## config.mk

```make
export PLATFORM = sky130hd
export DESIGN_NAME = rect_filler
export DESIGN_NICKNAME = d
export VERILOG_FILES = /design/src/rtl/rect_filler.sv
export SDC_FILE = /design/constraint.sdc
export NUM_CORES = 1
export LEC_CHECK = 0
export BUFFER_PORTS_ARGS = -buffer_cell sky130_fd_sc_hd__buf_2
export CAP_MARGIN = 40
export CORE_UTILIZATION = 23
export DETAILED_ROUTE_END_ITERATION = 6
export PLACE_DENSITY_LB_ADDON = 0.05
export SYNTH_ARGS = -nofsm -noshare
export SYNTH_HDL_FRONTEND = slang
export SYNTH_SLANG_ARGS = --single-unit
```

## constraint.sdc

```tcl
create_clock -name clk -period 7.68 [get_ports clk]
set_clock_uncertainty 0.2 [all_clocks]
set_input_delay 0.768 -clock clk [delete_from_list [all_inputs] [get_ports clk]]
set_output_delay 0.768 -clock clk [all_outputs]
set_load 0.03 [all_outputs]
```

## src/rtl/rect_filler.sv

```systemverilog
// Solid-colour rectangle filler: clips a rectangle to the frame and writes it as
// 8-pixel DDR2 requests (one address entry plus two 128-bit data beats each).
module rect_filler #(
    parameter int X_BITS  = 10,
    parameter int Y_BITS  = 10,
    parameter int FRAME_W = 800,
    parameter int FRAME_H = 600
) (
    input  logic              clk,
    input  logic              rst,
    input  logic              valid,
    output logic              ready,
    input  logic [X_BITS-1:0] x0,
    input  logic [X_BITS-1:0] x1,
    input  logic [Y_BITS-1:0] y0,
    input  logic [Y_BITS-1:0] y1,
    input  logic [23:0]       color,
    input  logic [31:0]       frame_base,
    input  logic              af_full,
    input  logic              wdf_full,
    output logic [30:0]       af_addr_din,
    output logic              af_wr_en,
    output logic [127:0]      wdf_din,
    output logic              wdf_wr_en,
    output logic [15:0]       wdf_mask_din,
    output logic              done
);

    localparam int XW1   = X_BITS + 1;
    localparam int OFF_W = Y_BITS + X_BITS - 1;
    localparam logic [X_BITS-1:0] X_MAX = X_BITS'(FRAME_W - 1);
    localparam logic [Y_BITS-1:0] Y_MAX = Y_BITS'(FRAME_H - 1);

    typedef enum logic [2:0] {IDLE, SETUP, ADDR, DATA2, DONE} state_t;

    state_t            state;
    logic [X_BITS-1:0] x0_r;
    logic [X_BITS-1:0] x1_r;   // holds the clipped right bound once SETUP has run
    logic [Y_BITS-1:0] y1_r;   // holds the clipped bottom bound once SETUP has run
    logic [X_BITS-1:0] bx;
    logic [Y_BITS-1:0] y;
    logic [23:0]       color_r;
    logic [31:0]       base_r;

    logic [X_BITS-1:0] x1c;
    logic [Y_BITS-1:0] y1c;
    logic [X_BITS-1:0] bx_first;
    logic [X_BITS-1:0] bx_last;
    logic              go;
    logic              active;
    logic [15:0]       mask;
    logic [OFF_W-1:0]  off;

    assign x1c      = (x1_r > X_MAX) ? X_MAX : x1_r;
    assign y1c      = (y1_r > Y_MAX) ? Y_MAX : y1_r;
    assign bx_first = {x0_r[X_BITS-1:3], 3'b000};
    assign bx_last  = {x1_r[X_BITS-1:3], 3'b000};
    assign go       = !af_full && !wdf_full;

    always_ff @(posedge clk) begin
        if (!rst) begin
            state   <= IDLE;
            x0_r    <= '0;
            x1_r    <= '0;
            y1_r    <= '0;
            bx      <= '0;
            y       <= '0;
            color_r <= '0;
            base_r  <= '0;
        end else begin
            case (state)
                IDLE: begin
                    if (valid) begin
                        x0_r    <= x0;
                        x1_r    <= x1;
                        y1_r    <= y1;
                        y       <= y0;
                        color_r <= color;
                        base_r  <= frame_base;
                        state   <= SETUP;
                    end
                end
                SETUP: begin
                    x1_r <= x1c;
                    y1_r <= y1c;
                    bx   <= bx_first;
                    if (x0_r > x1c || y > y1c)
                        state <= DONE;
                    else
                        state <= ADDR;
                end
                ADDR: begin
                    if (go)
                        state <= DATA2;
                end
                DATA2: begin
                    if (go) begin
                        if (bx == bx_last) begin
                            if (y == y1_r) begin
                                state <= DONE;
                            end else begin
                                bx    <= bx_first;
                                y     <= y + Y_BITS'(1);
                                state <= ADDR;
                            end
                        end else begin
                            bx    <= bx + X_BITS'(8);
                            state <= ADDR;
                        end
                    end
                end
                DONE: state <= IDLE;
                default: state <= IDLE;
            endcase
        end
    end

    // Strobes depend on the FIFO full flags in the same cycle; rst gating keeps
    // the bus quiet for the whole reset cycle, not just after the edge.
    assign active = rst && (state == ADDR || state == DATA2);
    assign ready  = rst && (state == IDLE);
    assign done   = rst && (state == DONE);

    assign af_wr_en  = rst && (state == ADDR) && go;
    assign wdf_wr_en = active && go;

    always_comb begin
        mask = '1;
        for (int unsigned k = 0; k < 4; k++) begin
            logic [X_BITS:0] col;
            col = {1'b0, bx} + XW1'(k) + ((state == DATA2) ? XW1'(4) : XW1'(0));
            if (col >= {1'b0, x0_r} && col <= {1'b0, x1_r})
                mask[4*k +: 4] = 4'h0;
        end
    end

    assign wdf_mask_din = active ? mask : 16'hFFFF;
    assign wdf_din      = {4{8'h00, color_r}};

    assign off         = {y, bx[X_BITS-1:3], 2'b00};
    assign af_addr_din = 31'(base_r >> 3) + 31'(off);

endmodule

```

==> run_results.csv, run 1 <==
group,metric,value,unit
timing,worstMarginPinSlew,0.742,ns
worst_setup_path,r2r_cells,10,
final_layout,drive_gt1_frac,0.243,
worst_setup_path,critical_path.endpoint_type,"output pin",
final_layout,layout_common_cells,"buf_2, nand2_1, a21oi_1",
power,leakagePower,4.32,nW
global_routing,grt_overflow,0,
timing,setup-tns-final,0,ns
global_routing,grt_usage,0.150,
run,cap_viol_max_count,0,
place,placed_cell_area,9190,sq um
final_layout,layout_commonest_cell,"buf_2",
worst_setup_path,crit_arrival,4.02,ns
timing,rsz0062_at_grt,"no",
logic_synthesis,netlist_area,8330,sq um
final_layout,num_antenna_cells,0,
worst_setup_path,cp_cell_sequence,"nor2b_4 -> nand2_4 -> clkinv_1 -> ha_1 -> nor2b_1 -> o21a_1 -> o21ai_0 -> a21oi_1 -> o311ai_0 -> nand4b_1 -> buf_2",
floorplanning,io_pins,280,
detailed_routing,postRouteAntennaNets,0,
floorplanning,start_util,0.234,
floorplanning,die_h,192,um
worst_setup_path,required,6.71,ns
global_routing,grt_max_degree,70,
place,io_buffers,243,
worst_setup_path,crit_path_end,"wdf_mask_din[10]",
clock_network,clockBufferDepth,2,
final_layout,regArea,2060,sq um
clock_network,cts-buffers-inserted,9,
logic_synthesis,synth_cell_types,72,
logic_synthesis,synth_edf_count,0,
timing,fin_crit_sh,0.650,
floorplanning,core,35600,sq um
global_routing,first_global_vias,7243,
power,finalPower,2.28,mW
worst_setup_path,worstSetupPathType,"register to output pin",
timing,fin_crit,4.99,ns
worst_setup_path,reg2reg_to,"state[2]$_SDFFE_PN0P_",
logic_synthesis,yosysTopAreaCellShare,0.248,
final_layout,final_nets,1410,
detailed_routing,wl_met1,12600,um
worst_setup_path,rr_startpoint,"x1_r[7]$_SDFFE_PN0P_",
clock_network,hold_buffers,0,
final_layout,syn_to_final_growth,14.1,%
final_layout,num-fill-cells,4033,
logic_synthesis,ys.flop_type,"dfxtp_1",
clock_network,cts_root_buffer,"clkbuf_16",
logic_synthesis,synthCells,1110,
detailed_routing,dr.first_iter.drc_count,302,
logic_synthesis,avgSynthCellArea,7.50,sq um
timing,setup_viol_count_final,0,
logic_synthesis,synth_warnings,0,
status,status,"finished clean",
detailed_routing,via_count,7605,
floorplanning,fp.dieW,192,um
hold_path,worstHoldPathType,"register to register",
detailed_routing,wl_met3,790,um
worst_setup_path,crit_path_start_kind,"register",
worst_setup_path,cp_max_fo,17,
timing,slew_violations,0,
detailed_routing,wl_per_cell,16.2,um
global_routing,grt_first_pass_wirelength,42300,um
final_layout,stdcell_area,9500,sq um
worst_setup_path,regToRegSetupSlack,4.69,ns
worst_setup_path,cp-startpoint,"state[2]$_SDFFE_PN0P_",
detailed_routing,drc,0,
global_routing,antenna_found_initial,0,
detailed_routing,viasPerCell,4.50,
timing,relSlewSlack,0.505,
clock_network,cts.repair.resized,0,
final_layout,multi_input_area,5050,sq um
detailed_routing,wirelength,27400,um
detailed_routing,firstDrtPassIters,6,
worst_setup_path,slowest_stage,"ha_1",
floorplanning,rows,69,
logic_synthesis,synth_area_leaders,"dfxtp_1, ha_1, buf_4, nand2_1, a21oi_1",
timing,clock.fmax,200,MHz
power,cellPowerDensity,240,nW/um^2
clock_network,clk_latency,0.37,ns
place,post-dp-hpwl,20900,um
logic_synthesis,ys_seq_area_frac,0.248,
logic_synthesis,synthArstFlopShare,0,
detailed_routing,dr_wl_met2,13700,um
power,ir_drop,0.151,mV
clock_network,clk_pin_slew,0.08,ns
logic_synthesis,synth.largest_area_cell,"dfxtp_1",
clock_network,clock_sinks,103,
place,globalplace.congestion,0.790,
worst_setup_path,slowest_delay,0.57,ns
clock_network,post-cts-setup-buffer-count,0,
floorplanning,die_area,37000,sq um
timing,whs,0.264,ns
detailed_routing,top_layer_used,"met4",
timing,finalHoldViolCount,0,
clock_network,cts_tree,"done",
logic_synthesis,synth_seq_cells,103,
clock_network,htreeDepth,3,
[Yosys cell counts, types with 4 or more instances]
library cell and instances:
nand2_1 219, a21oi_1 120, buf_4 120, dfxtp_1 103, ha_1 83, nor2_1 52
inv_1 44, clkbuf_1 41, xnor2_1 30, nand3_1 26, o21ai_0 23, buf_2 18
a31oi_1 17, a21o_1 16, a211oi_1 15, nor3_1 15, nand4_1 11, o211ai_1 10
o21a_1 10, nand2b_1 9, xor2_1 9, and3_1 7, nor2b_1 7, a22oi_1 6
o21ai_1 6, a21oi_2 5, nand3b_1 5, or2_2 5, and2_1 4, nor3b_1 4
o22ai_1 4, o32ai_1 4, o32ai_2 4
[registers in the layout, indices dropped and copies added (netlist names)]
name and flops:
bx 7, base_r 29, x0_r 10, color_r 24
y 10, state 3, y1_r 10, x1_r 10
[stage by stage]
stage	std cells	setup slack (ns)	utilization
floorplan	1143	3.59	-
global placement	1671	3.09	0.256
detailed placement	1675	3.04	0.258
CTS	1691	2.59	0.267
global route	1691	2.31	0.267
finish	1691	2.69	0.267
[worst max-delay path: cells and delay by family, from the launching register on]
family / cells / cell delay (ns)
AOI/OAI and AO/OA: 4 / 1.01
buffers and inverters: 2 / 0.79
adders and majority gates: 1 / 0.57
DFF: 1 / 0.55
and+or+nand+nor: 4 / 0.72
[logic make-up after synthesis]
| group | after synthesis | share of synthesized area |
|---|---|---|
| muxes | 1 | 0.00120 |
| DFF | 103 | 0.248 |
| other | 1 | 0.000450 |
| xor gates and xnor gates | 41 | 0.0449 |
| buffers and inverters | 227 | 0.161 |
| adders and majority gates | 84 | 0.127 |
| AOI/OAI and AO/OA | 274 | 0.213 |
| and+or+nand+nor | 379 | 0.205 |
[worst min-delay path by stage]
stage,from,end,slack [ns],cells past startpoint
2_1_floorplan,base_r[3]$_SDFFE_PN0P_,base_r[3]$_SDFFE_PN0P_,0.24,2
3_3_place_gp,base_r[4]$_SDFFE_PN0P_,base_r[4]$_SDFFE_PN0P_,0.24,2
3_5_place_dp,base_r[4]$_SDFFE_PN0P_,base_r[4]$_SDFFE_PN0P_,0.25,2
4_1_cts,base_r[19]$_SDFFE_PN0P_,base_r[19]$_SDFFE_PN0P_,0.27,2
5_1_grt,base_r[19]$_SDFFE_PN0P_,base_r[19]$_SDFFE_PN0P_,0.28,2
6_report,base_r[5]$_SDFFE_PN0P_,base_r[5]$_SDFFE_PN0P_,0.26,2
[per-layer routing]
metal	vias up	GRT usage
li1	3918	-
met1	3531	0.190
met2	145	0.267
met3	11	0.0249
met4	0	0.0315
met5	-	0
[final cells by class]
class,instances,share of cell area
Multi-Input combinational cell,813,0.532
Sequential cell,103,0.217
Timing Repair Buffer,252,0.140
Tap cell,461,0.0607
Clock buffer,11,0.0255
Inverter,46,0.0183
Clock inverter,5,0.00698
[report_power, final]
part           switching, mW  internal [mW]  total [mW]
clock network          0.234          0.266       0.500
logic                  0.702          0.364        1.07
registers              0.106          0.606       0.712
Power figures use the tool's default switching activity.
==> run 2, diff against run 1 <==
==> constraint.sdc (replaced) <==
create_clock -name clk -period 5.2 [get_ports clk]
set_clock_uncertainty 0.2 [all_clocks]
set_input_delay 0.52 -clock clk [delete_from_list [all_inputs] [get_ports clk]]
set_output_delay 0.52 -clock clk [all_outputs]
set_load 0.03 [all_outputs]
==> run 2 against run 1 <==
Worst hold slack got worse by 0.078 ns. Core utilization about the same. Cell count hardly changed. Wire length up 0.53%. Non-clock buffer count grew 1. Sequential power increased by 47%. Global-route usage down 0.074 points. Register-to-register slack got worse by 2.6 ns. Die area unchanged. Largest power group unchanged. Highest routed layer unchanged.
==> run_results.csv, run 2 (synthesis results as in run 1) <==
group,metric,value,unit
status,status,"finished clean",
global_routing,grt_max_degree,67,
timing,finalHoldViolCount,0,
timing,fin_crit,4.15,ns
run,cap_viol_max_count,0,
worst_setup_path,crit_path_start_kind,"register",
detailed_routing,firstDrtPassIters,5,
place,globalplace.congestion,0.773,
final_layout,largest_reg_flops,29,
power,cellPowerDensity,352,nW/um^2
detailed_routing,wl_per_cell,16.3,um
detailed_routing,drc,0,
timing,slew_violations,0,
worst_setup_path,slowest_stage,"dfxtp_1",
final_layout,top_register,"base_r",
hold_path,worstHoldPathType,"input pin to register",
floorplanning,io_pins,280,
detailed_routing,dr.first_iter.drc_count,231,
worst_setup_path,cp_cell_sequence,"nor2b_4 -> nand2_4 -> clkinv_1 -> ha_1 -> nor2b_1 -> o21a_1 -> o21ai_0 -> a21oi_1 -> o311ai_0 -> nand4b_1 -> buf_2",
clock_network,htreeDepth,3,
power,finalPower,3.34,mW
global_routing,grt_overflow,0,
final_layout,num-fill-cells,3984,
clock_network,hold_buffers,0,
final_layout,fin_util,0.267,
detailed_routing,wirelength,27500,um
detailed_routing,postRouteAntennaNets,0,
global_routing,first_global_vias,7191,
timing,setup-tns-final,0,ns
floorplanning,start_util,0.234,
clock_network,post-cts-setup-buffer-count,0,
clock_network,cts_tree,"done",
power,ir_drop,0.193,mV
worst_setup_path,worstSetupPathType,"register to output pin",
final_layout,drive_gt1_frac,0.245,
final_layout,final_nets,1411,
timing,clock.fmax,241,MHz
final_layout,fin_cells,1692,
clock_network,clk_latency,0.36,ns
place,placed_cells,1676,
floorplanning,fp.dieW,192,um
place,post-dp-hpwl,21000,um
worst_setup_path,crit_arrival,3.43,ns
timing,setup_viol_count_final,0,
detailed_routing,viasPerCell,4.49,
global_routing,antenna_found_initial,0,
floorplanning,die_h,192,um
clock_network,clockBufferDepth,2,
final_layout,num_antenna_cells,0,
worst_setup_path,cp_max_fo,17,
floorplanning,rows,69,
clock_network,clock_sinks,103,
clock_network,cts_root_buffer,"clkbuf_16",
final_layout,syn_to_final_growth,13.9,%
final_layout,layout_commonest_cell,"buf_2",
global_routing,grt_first_pass_wirelength,42300,um
final_layout,layout_common_cells,"buf_2, nand2_1, a21oi_1",
power,leakagePower,4.32,nW
worst_setup_path,critical_path.endpoint_type,"output pin",
place,io_buffers,243,
global_routing,grt_usage,0.150,
final_layout,top_regs,"base_r x29, color_r x24",
timing,fin_crit_sh,0.797,
floorplanning,die_area,37000,sq um
worst_setup_path,required,4.48,ns
detailed_routing,via_count,7591,
clock_network,cts-buffers-inserted,9,
timing,relSlewSlack,0.498,
worst_setup_path,slowest_delay,0.54,ns
clock_network,cts.repair.resized,0,
timing,rsz0062_at_grt,"no",
clock_network,clk_pin_slew,0.09,ns
floorplanning,core,35600,sq um
timing,worstMarginPinSlew,0.752,ns
run 2: cell count changes in the layout (fill, tap and decap cells not counted), sizes merged:
cell | before | now
buf | 252 | 253
bufinv | 1 | 0
clkbuf | 11 | 10
clkinv | 4 | 6
clkinvlp | 1 | 0
inv | 45 | 46
run 2: layout make-up:
type / instances / area (sq um) / share of cell area
clock buffer: 10 / 239 / 0.0252
clock inverter: 6 / 52.6 / 0.00554
multi-input combinational: 813 / 5050 / 0.532
tap: 461 / 577 / 0.0608
timing repair buffer: 253 / 1330 / 0.140
inverter: 46 / 174 / 0.0183
sequential: 103 / 2060 / 0.217
run 2: critical path: cells and delay by family, from the launching register on:
kind | cells | cell delay (ns)
DFF | 1 | 0.54
and+or+nand+nor | 4 | 0.85
AOI/OAI and AO/OA | 4 | 1.04
adders and majority gates | 1 | 0.28
buffers and inverters | 2 | 0.36
run 2: stage by stage:
step	setup slack [ns]	cell area [sq um]	hold WS, ns
floorplan	1.36	8450	0.237
global placement	1.44	9130	0.249
detailed placement	1.45	9190	0.253
CTS	1.01	9490	0.157
global route	0.775	9490	0.166
finish	1.05	9490	0.186
run 2: where the power goes:
group | internal, mW | leakage, nW | switching (mW)
Sequential | 0.895 | 0.845 | 0.150
Clock | 0.347 | 0.144 | 0.356
Combinational | 0.544 | 3.33 | 1.05
run 2: worst paths after layout:
path,startpoint,cells past startpoint,slack (ns),endpoint
setup reg to reg,x1_r[8]$_SDFFE_PN0P_,10,2.13,state[2]$_SDFFE_PN0P_
hold / removal,frame_base[27],3,0.19,base_r[27]$_SDFFE_PN0P_
hold reg to reg,base_r[17]$_SDFFE_PN0P_,2,0.26,base_r[17]$_SDFFE_PN0P_
setup / recovery,state[1]$_SDFFE_PN0P_,11,1.05,wdf_mask_din[11]
run 2: per-layer routing:
metal	track usage	vias up	wire [um]
li1	-	3908	-
met1	0.194	3527	12800
met2	0.264	147	13600
met3	0.0185	9	885
met4	0.0303	0	208
met5	0	-	0
==> run 3, diff against run 2 <==
==> constraint.sdc (replaced) <==
create_clock -name clk -period 4.1 [get_ports clk]
set_clock_uncertainty 0.2 [all_clocks]
set_input_delay 0.41 -clock clk [delete_from_list [all_inputs] [get_ports clk]]
set_output_delay 0.41 -clock clk [all_outputs]
set_load 0.03 [all_outputs]
==> run 3 against run 2 <==
Cell area is 0.46% higher. Total power up 26%. Wire length down 0.18%. Worst hold slack got worse by 0.12 ns. Clock-buffer cell count is the same. Core utilization is 0.12 points higher. Global-route usage up 0.055 points. Cell count is 0.47% higher.
==> run_results.csv, run 3 (synthesis results as in run 1) <==
group,metric,value,unit
power,pwr-share-comb,0.483,
worst_setup_path,slowest_delay,0.43,ns
worst_setup_path,worstSetupPathType,"register to output pin",
final_layout,top_register,"base_r",
clock_network,clockBufferDepth,2,
detailed_routing,drc,0,
hold_path,hold_path_depth,3,
clock_network,clk_latency,0.37,ns
global_routing,grt_first_pass_wirelength,42200,um
worst_setup_path,crit_arrival,3.22,ns
power,leakagePower,4.36,nW
place,post-dp-hpwl,21300,um
worst_setup_path,rr_startpoint,"x1_r[7]$_SDFFE_PN0P_",
clock_network,cts-buffers-inserted,9,
hold_path,hold-path-endpoint,"y1_r[3]$_SDFFE_PN0P_",
final_layout,stdcell_area,9530,sq um
floorplanning,die_area,37000,sq um
hold_path,worstHoldPathType,"input pin to register",
final_layout,layout_common_cells,"buf_2, nand2_1, a21oi_1",
timing,fin_crit,3.83,ns
power,ir_drop,0.206,mV
hold_path,hold_path.startpoint,"y1[3]",
power,cellPowerDensity,441,nW/um^2
detailed_routing,wl_per_cell,16.2,um
final_layout,layout_commonest_cell,"buf_2",
final_layout,drive_gt1_frac,0.251,
clock_network,hold_buffers,0,
place,pre_cts_ws,0.440,ns
floorplanning,die_h,192,um
worst_setup_path,cp_cell_sequence,"nor2b_4 -> nand2_4 -> clkinv_1 -> buf_4 -> ha_1 -> nor2b_1 -> o211ai_1 -> a21oi_1 -> a211oi_2 -> o21ai_0 -> o211ai_1 -> clkbuf_4",
worst_setup_path,crit_top_cell,"o211ai_1",
power,p_clk_frac,0.204,
worst_setup_path,critical_path.endpoint_type,"output pin",
worst_setup_path,regToRegSetupSlack,1.02,ns
final_layout,syn_to_final_growth,14.5,%
floorplanning,start_util,0.234,
timing,setup_viol_count_final,0,
worst_setup_path,slowest_stage,"dfxtp_2",
timing,clock.fmax,261,MHz
timing,relSlewSlack,0.590,
final_layout,top_regs,"base_r x29, color_r x24",
worst_setup_path,r2r_cells,10,
final_layout,fin_util,0.268,
worst_setup_path,cp_top_family,"compound AO/OA/AOI/OAI gates",
timing,rsz0062_at_grt,"no",
timing,finalHoldViolCount,0,
timing,slew_violations,0,
power,intPower,2.25,mW
timing,postLayoutSetupSlackWorst,0.269,ns
global_routing,antenna_found_initial,0,
timing,setup-tns-final,0,ns
floorplanning,fp.dieW,192,um
place,io_buffers,243,
floorplanning,rows,69,
timing,fin_crit_sh,0.934,
run,cap_viol_max_count,0,
clock_network,cts_tree,"done",
final_layout,final_nets,1419,
final_layout,num-fill-cells,4035,
global_routing,grt_overflow,0,
worst_setup_path,crit_path_start_kind,"register",
worst_setup_path,required,3.49,ns
power,sw_frac_of_total,0.466,
power,power.net_switching,1.96,mW
worst_setup_path,cp_max_fo,17,
floorplanning,core,35600,sq um
detailed_routing,viasPerCell,4.47,
worst_setup_path,path_buf_inv,3,
place,globalplace.congestion,0.832,
worst_setup_path,path_depth,12,
detailed_routing,firstDrtPassIters,5,
place,placed_cell_area,9230,sq um
clock_network,clk_pin_slew,0.08,ns
detailed_routing,via_count,7603,
final_layout,num_antenna_cells,0,
clock_network,clock_sinks,103,
detailed_routing,wirelength,27500,um
detailed_routing,dr.first_iter.drc_count,358,
detailed_routing,postRouteAntennaNets,0,
global_routing,grt_usage,0.150,
status,status,"finished clean",
global_routing,first_global_vias,7262,
clock_network,htreeDepth,3,
floorplanning,io_pins,280,
worst_setup_path,reg2reg_to,"state[2]$_SDFFE_PN0P_",
timing,worstMarginPinSlew,0.612,ns
final_layout,largest_reg_flops,29,
clock_network,cts_root_buffer,"clkbuf_16",
power,power_frac_seq,0.314,
global_routing,grt_max_degree,48,
run 3: cell types whose count changed in the layout (fill, tap and decap cells not counted), moves of 2 or more:
cell	change
buf_4	+7
clkinv_2	+2
clkinv_4	-2
dfxtp_1	-2
dfxtp_2	+2
inv_6	-2
run 3: worst register-to-register path, cell delays in order, from the launching register on:
cell and delay [ns]:
dfxtp_1 0.48, inv_1 0.20, a31oi_1 0.49, nor2_1 0.09, ha_1 0.31, a21o_1 0.16
a21o_1 0.17, a211oi_1 0.21, o21ai_0 0.19, a22oi_1 0.32, o22ai_1 0.14
run 3: layout make-up:
type | count | area (sq um) | area share
Multi-Input combinational cell | 813 | 5050 | 0.530
Sequential cell | 103 | 2060 | 0.217
Timing Repair Buffer | 261 | 1380 | 0.145
Tap cell | 461 | 577 | 0.0605
Clock buffer | 10 | 229 | 0.0240
Inverter | 46 | 174 | 0.0183
Clock inverter | 6 | 46.3 | 0.00486
run 3: how the worst max path moves through the flow:
stage | startpoint | to
after global routing | state[1]$_SDFFE_PN0P_ | wdf_mask_din[6]
final | state[1]$_SDFFE_PN0P_ | wdf_mask_din[6]
after detailed placement | state[1]$_SDFFE_PN0P_ | wdf_mask_din[7]
after global placement | state[1]$_SDFFE_PN0P_ | wdf_mask_din[4]
after CTS | state[2]$_SDFFE_PN0P_ | wdf_mask_din[11]
after floorplan | state[1]$_SDFFE_PN0P_ | wdf_mask_din[10]
run 3: what timing repair did:
item | CTS | global route
gates resized for setup | 1 | 4
gates cloned | 0 | 0
endpoints found under the setup margin | 8 | 16
setup buffers | 0 | 2
pin swaps | 0 | 1
run 3: layer usage:
| layer | global-route usage | part of all wire |
|---|---|---|
| met1 | 0.187 | 0.46 |
| met2 | 0.268 | 0.50 |
| met3 | 0.0255 | 0.033 |
| met4 | 0.0339 | 0.0075 |
| met5 | 0 | 0 |
run 3: power by group through the flow:
stage | Sequential (mW) | Clock (mW) | Combinational (mW)
floorplan | 1.33 | 0 | 1.60
global placement | 1.35 | 0 | 2.03
detailed placement | 1.35 | 0 | 2.04
CTS | 1.33 | 0.922 | 2.05
global route | 1.35 | 0.950 | 2.27
finish | 1.32 | 0.856 | 2.03
run 3: stage by stage:
stage	cells	hold slack (ns)	power [mW]
floorplan	1143	0.237	2.93
global placement	1678	0.249	3.39
detailed placement	1682	0.252	3.40
CTS	1698	0.0365	4.30
global route	1700	0.0402	4.57
finish	1700	0.0694	4.20
